**src/rtl/servo_pkg.sv**
```systemverilog
// Shared sizing defaults and FSM state type for the servo ramp controller.
package servo_pkg;
  localparam int NCH      = 8;
  localparam int W        = 32;
  localparam int CHW      = $clog2(NCH);
  localparam int PERIOD   = 1_000_000;
  localparam int TICK_DIV = 1_000_000;
  localparam int DMIN     = 50_000;
  localparam int DMAX     = 100_000;
  localparam int RST_DUTY = 75_000;

  typedef enum logic {IDLE, SWEEP} state_t;
endpackage

```
**src/rtl/ramp_step.sv**
```systemverilog
// Next duty for one channel: move toward target by at most step (step 0 jumps).
module ramp_step import servo_pkg::*; #(
  parameter int W = servo_pkg::W
) (
  input  logic [W-1:0] cur,
  input  logic [W-1:0] tgt,
  input  logic [W-1:0] step,
  output logic [W-1:0] next_duty
);
  logic [W-1:0] up, dn;

  // Differences are only used on the side where they cannot underflow.
  assign up = tgt - cur;
  assign dn = cur - tgt;

  always_comb begin
    next_duty = cur;
    if (cur < tgt)
      next_duty = (step == '0 || up <= step) ? tgt : cur + step;
    else if (cur > tgt)
      next_duty = (step == '0 || dn <= step) ? tgt : cur - step;
  end
endmodule

```
**src/rtl/servo_ramp_ctrl.sv**
```systemverilog
// Per-channel PWM period/duty/enable owner; slews duty toward commanded targets
// one channel per cycle in a sweep that runs once every TICK_DIV cycles.
module servo_ramp_ctrl import servo_pkg::*; #(
  parameter int NCH      = servo_pkg::NCH,
  parameter int W        = servo_pkg::W,
  parameter int PERIOD   = servo_pkg::PERIOD,
  parameter int TICK_DIV = servo_pkg::TICK_DIV,
  parameter int DMIN     = servo_pkg::DMIN,
  parameter int DMAX     = servo_pkg::DMAX,
  parameter int RST_DUTY = servo_pkg::RST_DUTY,
  localparam int CHW     = $clog2(NCH)
) (
  input  logic              clk,
  input  logic              rst_n,
  input  logic              cmd_valid,
  output logic              cmd_ready,
  input  logic [CHW-1:0]    cmd_ch,
  input  logic [W-1:0]      cmd_target,
  input  logic [W-1:0]      cmd_step,
  input  logic              cmd_en,
  output logic [NCH*W-1:0]  period,
  output logic [NCH*W-1:0]  duty,
  output logic [NCH-1:0]    en,
  output logic [NCH-1:0]    busy,
  output logic              all_done
);
  localparam int TW = (TICK_DIV > 1) ? $clog2(TICK_DIV) : 1;
  localparam logic [W-1:0] DMIN_W = W'(DMIN);
  localparam logic [W-1:0] DMAX_W = W'(DMAX);
  localparam logic [W-1:0] RST_W  = W'(RST_DUTY);
  localparam logic [W-1:0] PER_W  = W'(PERIOD);

  state_t                 state, state_n;
  logic [TW-1:0]          tick;
  logic [CHW-1:0]         idx;
  logic                   tick_tc, accept, last_ch;
  logic [W-1:0]           clamped, ramp_out;
  logic [NCH-1:0][W-1:0]  duty_q, tgt_q, step_q;
  logic [NCH-1:0][W-1:0]  duty_n, tgt_n, step_n;
  logic [NCH-1:0]         en_q, en_n, busy_q, busy_n;

  assign tick_tc   = (tick == TW'(TICK_DIV - 1));
  assign last_ch   = (idx == CHW'(NCH - 1));
  assign cmd_ready = (state == IDLE);
  assign accept    = cmd_valid & cmd_ready;
  assign clamped   = (cmd_target < DMIN_W) ? DMIN_W :
                     (cmd_target > DMAX_W) ? DMAX_W : cmd_target;

  ramp_step #(.W(W)) u_ramp (
    .cur       (duty_q[idx]),
    .tgt       (tgt_q[idx]),
    .step      (step_q[idx]),
    .next_duty (ramp_out)
  );

  always_ff @(posedge clk or negedge rst_n) begin
    if (!rst_n) state <= IDLE;
    else        state <= state_n;
  end

  always_comb begin
    state_n = state;
    case (state)
      IDLE:    if (tick_tc) state_n = SWEEP;
      SWEEP:   if (last_ch) state_n = IDLE;
      default: state_n = IDLE;
    endcase
  end

  // Commands and sweep updates are mutually exclusive by state, so a channel
  // never sees both in the same cycle.
  always_comb begin
    duty_n = duty_q;
    tgt_n  = tgt_q;
    step_n = step_q;
    en_n   = en_q;
    if (state == SWEEP) begin
      if (en_q[idx]) duty_n[idx] = ramp_out;
    end else if (accept && int'(cmd_ch) < NCH) begin
      tgt_n[cmd_ch]  = clamped;
      step_n[cmd_ch] = cmd_step;
      en_n[cmd_ch]   = cmd_en;
    end
    for (int k = 0; k < NCH; k++)
      busy_n[k] = en_n[k] & (duty_n[k] != tgt_n[k]);
  end

  always_ff @(posedge clk or negedge rst_n) begin
    if (!rst_n) begin
      tick   <= '0;
      idx    <= '0;
      duty_q <= {NCH{RST_W}};
      tgt_q  <= {NCH{RST_W}};
      step_q <= '0;
      en_q   <= '0;
      busy_q <= '0;
    end else begin
      tick   <= tick_tc ? '0 : tick + TW'(1);
      idx    <= (state == SWEEP && !last_ch) ? idx + CHW'(1) : '0;
      duty_q <= duty_n;
      tgt_q  <= tgt_n;
      step_q <= step_n;
      en_q   <= en_n;
      busy_q <= busy_n;
    end
  end

  assign period   = {NCH{PER_W}};
  assign duty     = duty_q;
  assign en       = en_q;
  assign busy     = busy_q;
  assign all_done = ~|busy_q;
endmodule

```
**config.mk**
```make
export PLATFORM = sky130hd
export DESIGN_NAME = servo_ramp_ctrl
export DESIGN_NICKNAME = d
export VERILOG_FILES = /design/src/rtl/servo_pkg.sv /design/src/rtl/ramp_step.sv /design/src/rtl/servo_ramp_ctrl.sv
export SDC_FILE = /design/constraint.sdc
export NUM_CORES = 2
export LEC_CHECK = 0
export CORE_MARGIN = 3
export CORE_UTILIZATION = 45
export DETAILED_ROUTE_END_ITERATION = 6
export PLACE_DENSITY_LB_ADDON = 0.15
export SYNTH_ARGS = -nofsm -noshare
export SYNTH_HDL_FRONTEND = slang
export SYNTH_SLANG_ARGS = --single-unit
```
**constraint.sdc**
```tcl
create_clock -name clk -period 10.9 [get_ports clk]
set_input_delay 3.27 -clock clk [delete_from_list [all_inputs] [get_ports clk]]
set_output_delay 3.27 -clock clk [all_outputs]
set_load 0.05 [all_outputs]
```
==> reports/qor.txt <==
Die width = 355.1 um
Final Hold Fails = 0
Register bit total from synthesis = 808
Vias in the first global route = 50460
Core area = 120400 um2
FP Rows = 127
Post-synth top cells = 1318 x nand2_1, 680 x dfrtp_1, 492 x o21ai_0
PwrDens = 168.0 nW/um2
Initial antenna violation count = 25
Cells after DPL = 8400
Syn avg cell area = 8.320 um2
DRC = 0
Finished Layout Cells = 8582
Max Root-Sink Buffers = 3
YS warnings = 0
Clk slew on worst S/H paths = 70 ps
P_leak = 28.80 nW
WL/cell = 33.70 um
Area grow syn2layout = 15.91%
Rel. slew slack = -0.01252
Worst EP arrival = 11060 ps
CP max stage cell = dfrtp_4
Fmax = 0.09550 GHz
Crit path kind = flop to flop
CP required = 11490 ps
Slew Limit Fails = 3
Share of cells above drive strength 1 = 0.1137
Final Power = 10.68 mW
H-Tree Depth = 3
Clock buffer count from CTS = 93
Hold_buf cts = 0
First-pass DRT Iterations = 7
Root buf cell = clkbuf_16
Min-Delay Path Class = flop to flop
Status = finished, violations left
Cell count after synthesis = 6591
Synth area leader = dfrtp_1
Cell variety after synth = 97
Final setup viols = 0
Area contributors post-synth = dfrtp_1 31%, nand2_1 9.0%, dfstp_2 6.1%
CTS sink count = 808
Worst Hold Slack = 470.7 ps
Die area = 126100 um2
PortBufs = 344
Gate family responsible for the most delay along the worst path = compound AO/OA/AOI/OAI gates
Async S/R FF share, synth = 1.000
WP buf/inv = 1
Die height = 355.1 um
Antenna Nets Post-Route = 0
Setup TNS = 0 ps
Worst Setup End Kind = flop
DRT iter0 DRCs = 8408
Worst-Skew Late Latency = 760 ps
Period utilisation layout = 0.9607
First-pass GRT wire length = 398.0 mm
Post-Route Skew = 64.41 ps
Ports = 601
Sequential area share after synthesis = 0.3717
Count leader, synth = nand2_1
GRT overflow = 0
Failing checks = capacitance limit, slew limit
Max Cap Viol = 1
EDFF count, synth = 0
Mapped Area = 54840 um2
Critical Path Fanout Max = 18
Critical Path Start Type = flop
Final instance area = 63560 um2
Largest net degree at the start of global routing = 166
Vias = 54500
Total Wirelength = 289.2 mm
Minimum clock period = 10470 ps
Top_reg_cell synth = dfrtp_1
Least-Margin Pin Slew = 1506 ps
Placed cell area = 60090 um2
RSZ-0062 raised after global routing = false
Worst vdd ir = 0.0001290 V
CTS tree = built
Initial cell density of the core = 0.4553
Max incr delay on CP = 690 ps
Vias per Instance = 6.350
Cell mode on critical path = o21ai_0
GPL Wtd Cong = 1.090
Post-DP HPWL = 219.7 mm
Top-area cell type share of the netlist area = 0.3103
Nets = 7153
GRT Total Usage = 0.4434
==> power by group <==
part           internal, mW  total, mW  leakage (nW)  switching, mW
sequential             3.24       3.39          10.4          0.150
clock                  2.07       3.54          1.65           1.47
combinational          1.15       3.75          16.8           2.61
total                  6.45       10.7          28.8           4.23
==> kinds of logic after synthesis <==
group | share of synthesized area
adders and majority gates | 0.04504
buffers and inverters | 0.08855
muxes | 0.06270
xor gates and xnor gates | 0.06980
DFF | 0.3717
AOI/OAI and AO/OA | 0.1814
and+or+nand+nor | 0.1808
other | 0.0001370
==> metal layers <==
metal / share of wire / wire (um) / vias to the layer above / track usage
li1: - / - / 22870 / -
met1: 0.40 / 116600 / 26700 / 0.6113
met2: 0.41 / 117300 / 4067 / 0.6245
met3: 0.12 / 35600 / 833 / 0.1262
met4: 0.067 / 19320 / 24 / 0.2404
met5: 0.0012 / 354 / - / 0.008846
==> sequential cells by signal, summed over array words and instances, names as in the netlist <==
signal and flops:
state 1, tgt_q 256, busy 8, idx 3
step_q 256, en 8, duty 256, tick 20
==> worst paths after layout <==
kind,depth (start not counted),endpoint,slack (ps),startpoint
setup / recovery,36,busy[0],430,idx[1]
hold / removal,2,step_q[165],470,step_q[165]
setup reg to reg,36,busy[0],430,idx[1]
min in group asynchronous,1,step_q[34],2550,rst_n
max in group asynchronous,3,tgt_q[175],6270,rst_n
hold reg to reg,2,step_q[165],470,step_q[165]
==> layout by cell type (no fill, tap or decap), drive strengths merged, types with 78 or more instances in the layout <==
master,netlist,final
nand2,1319,1319
dfrtp,680,680
o21ai,507,507
nor2,404,404
a21oi,353,353
clkdlybuf4s50,0,343
inv,295,300
buf,402,298
xnor2,295,295
conb,2,256
mux2i,199,199
ha,191,191
xor2,142,142
clkbuf,292,133
dfstp,128,128
mux2,123,123
nand3,114,114
a221oi,86,86
nor3,78,78
==> through the flow <==
step                worst slack (ps)    util
floorplan                       1919       -
global placement               713.3  0.4989
detailed placement             506.6  0.4989
CTS                            446.8  0.5271
global route                   19.77  0.5276
finish                         428.7  0.5277
==> tightest hold or removal path, cell delays in order (launching register included) <==
cell     delay (ps)
dfrtp_1         340
nand2_1          50
nand2_1          50
==> final cells by class <==
class                           count  area (um2)
Antenna cell                        3       7.507
Timing Repair Buffer              641        5848
Sequential cell                   808       20390
Multi-Input combinational cell   5048       30790
Clock buffer                      133        2719
Clock inverter                     42       678.2
Fill cell                       11540       56890
Tap cell                         1612        2017
Inverter                          295        1107
==> what timing repair did <==
| action | CTS | global route |
|---|---|---|
| setup endpoints to repair | 0 | 8 |
| resized for setup | 0 | 4 |
| setup buffers | 0 | 4 |
(Power assumes the default switching activity.)
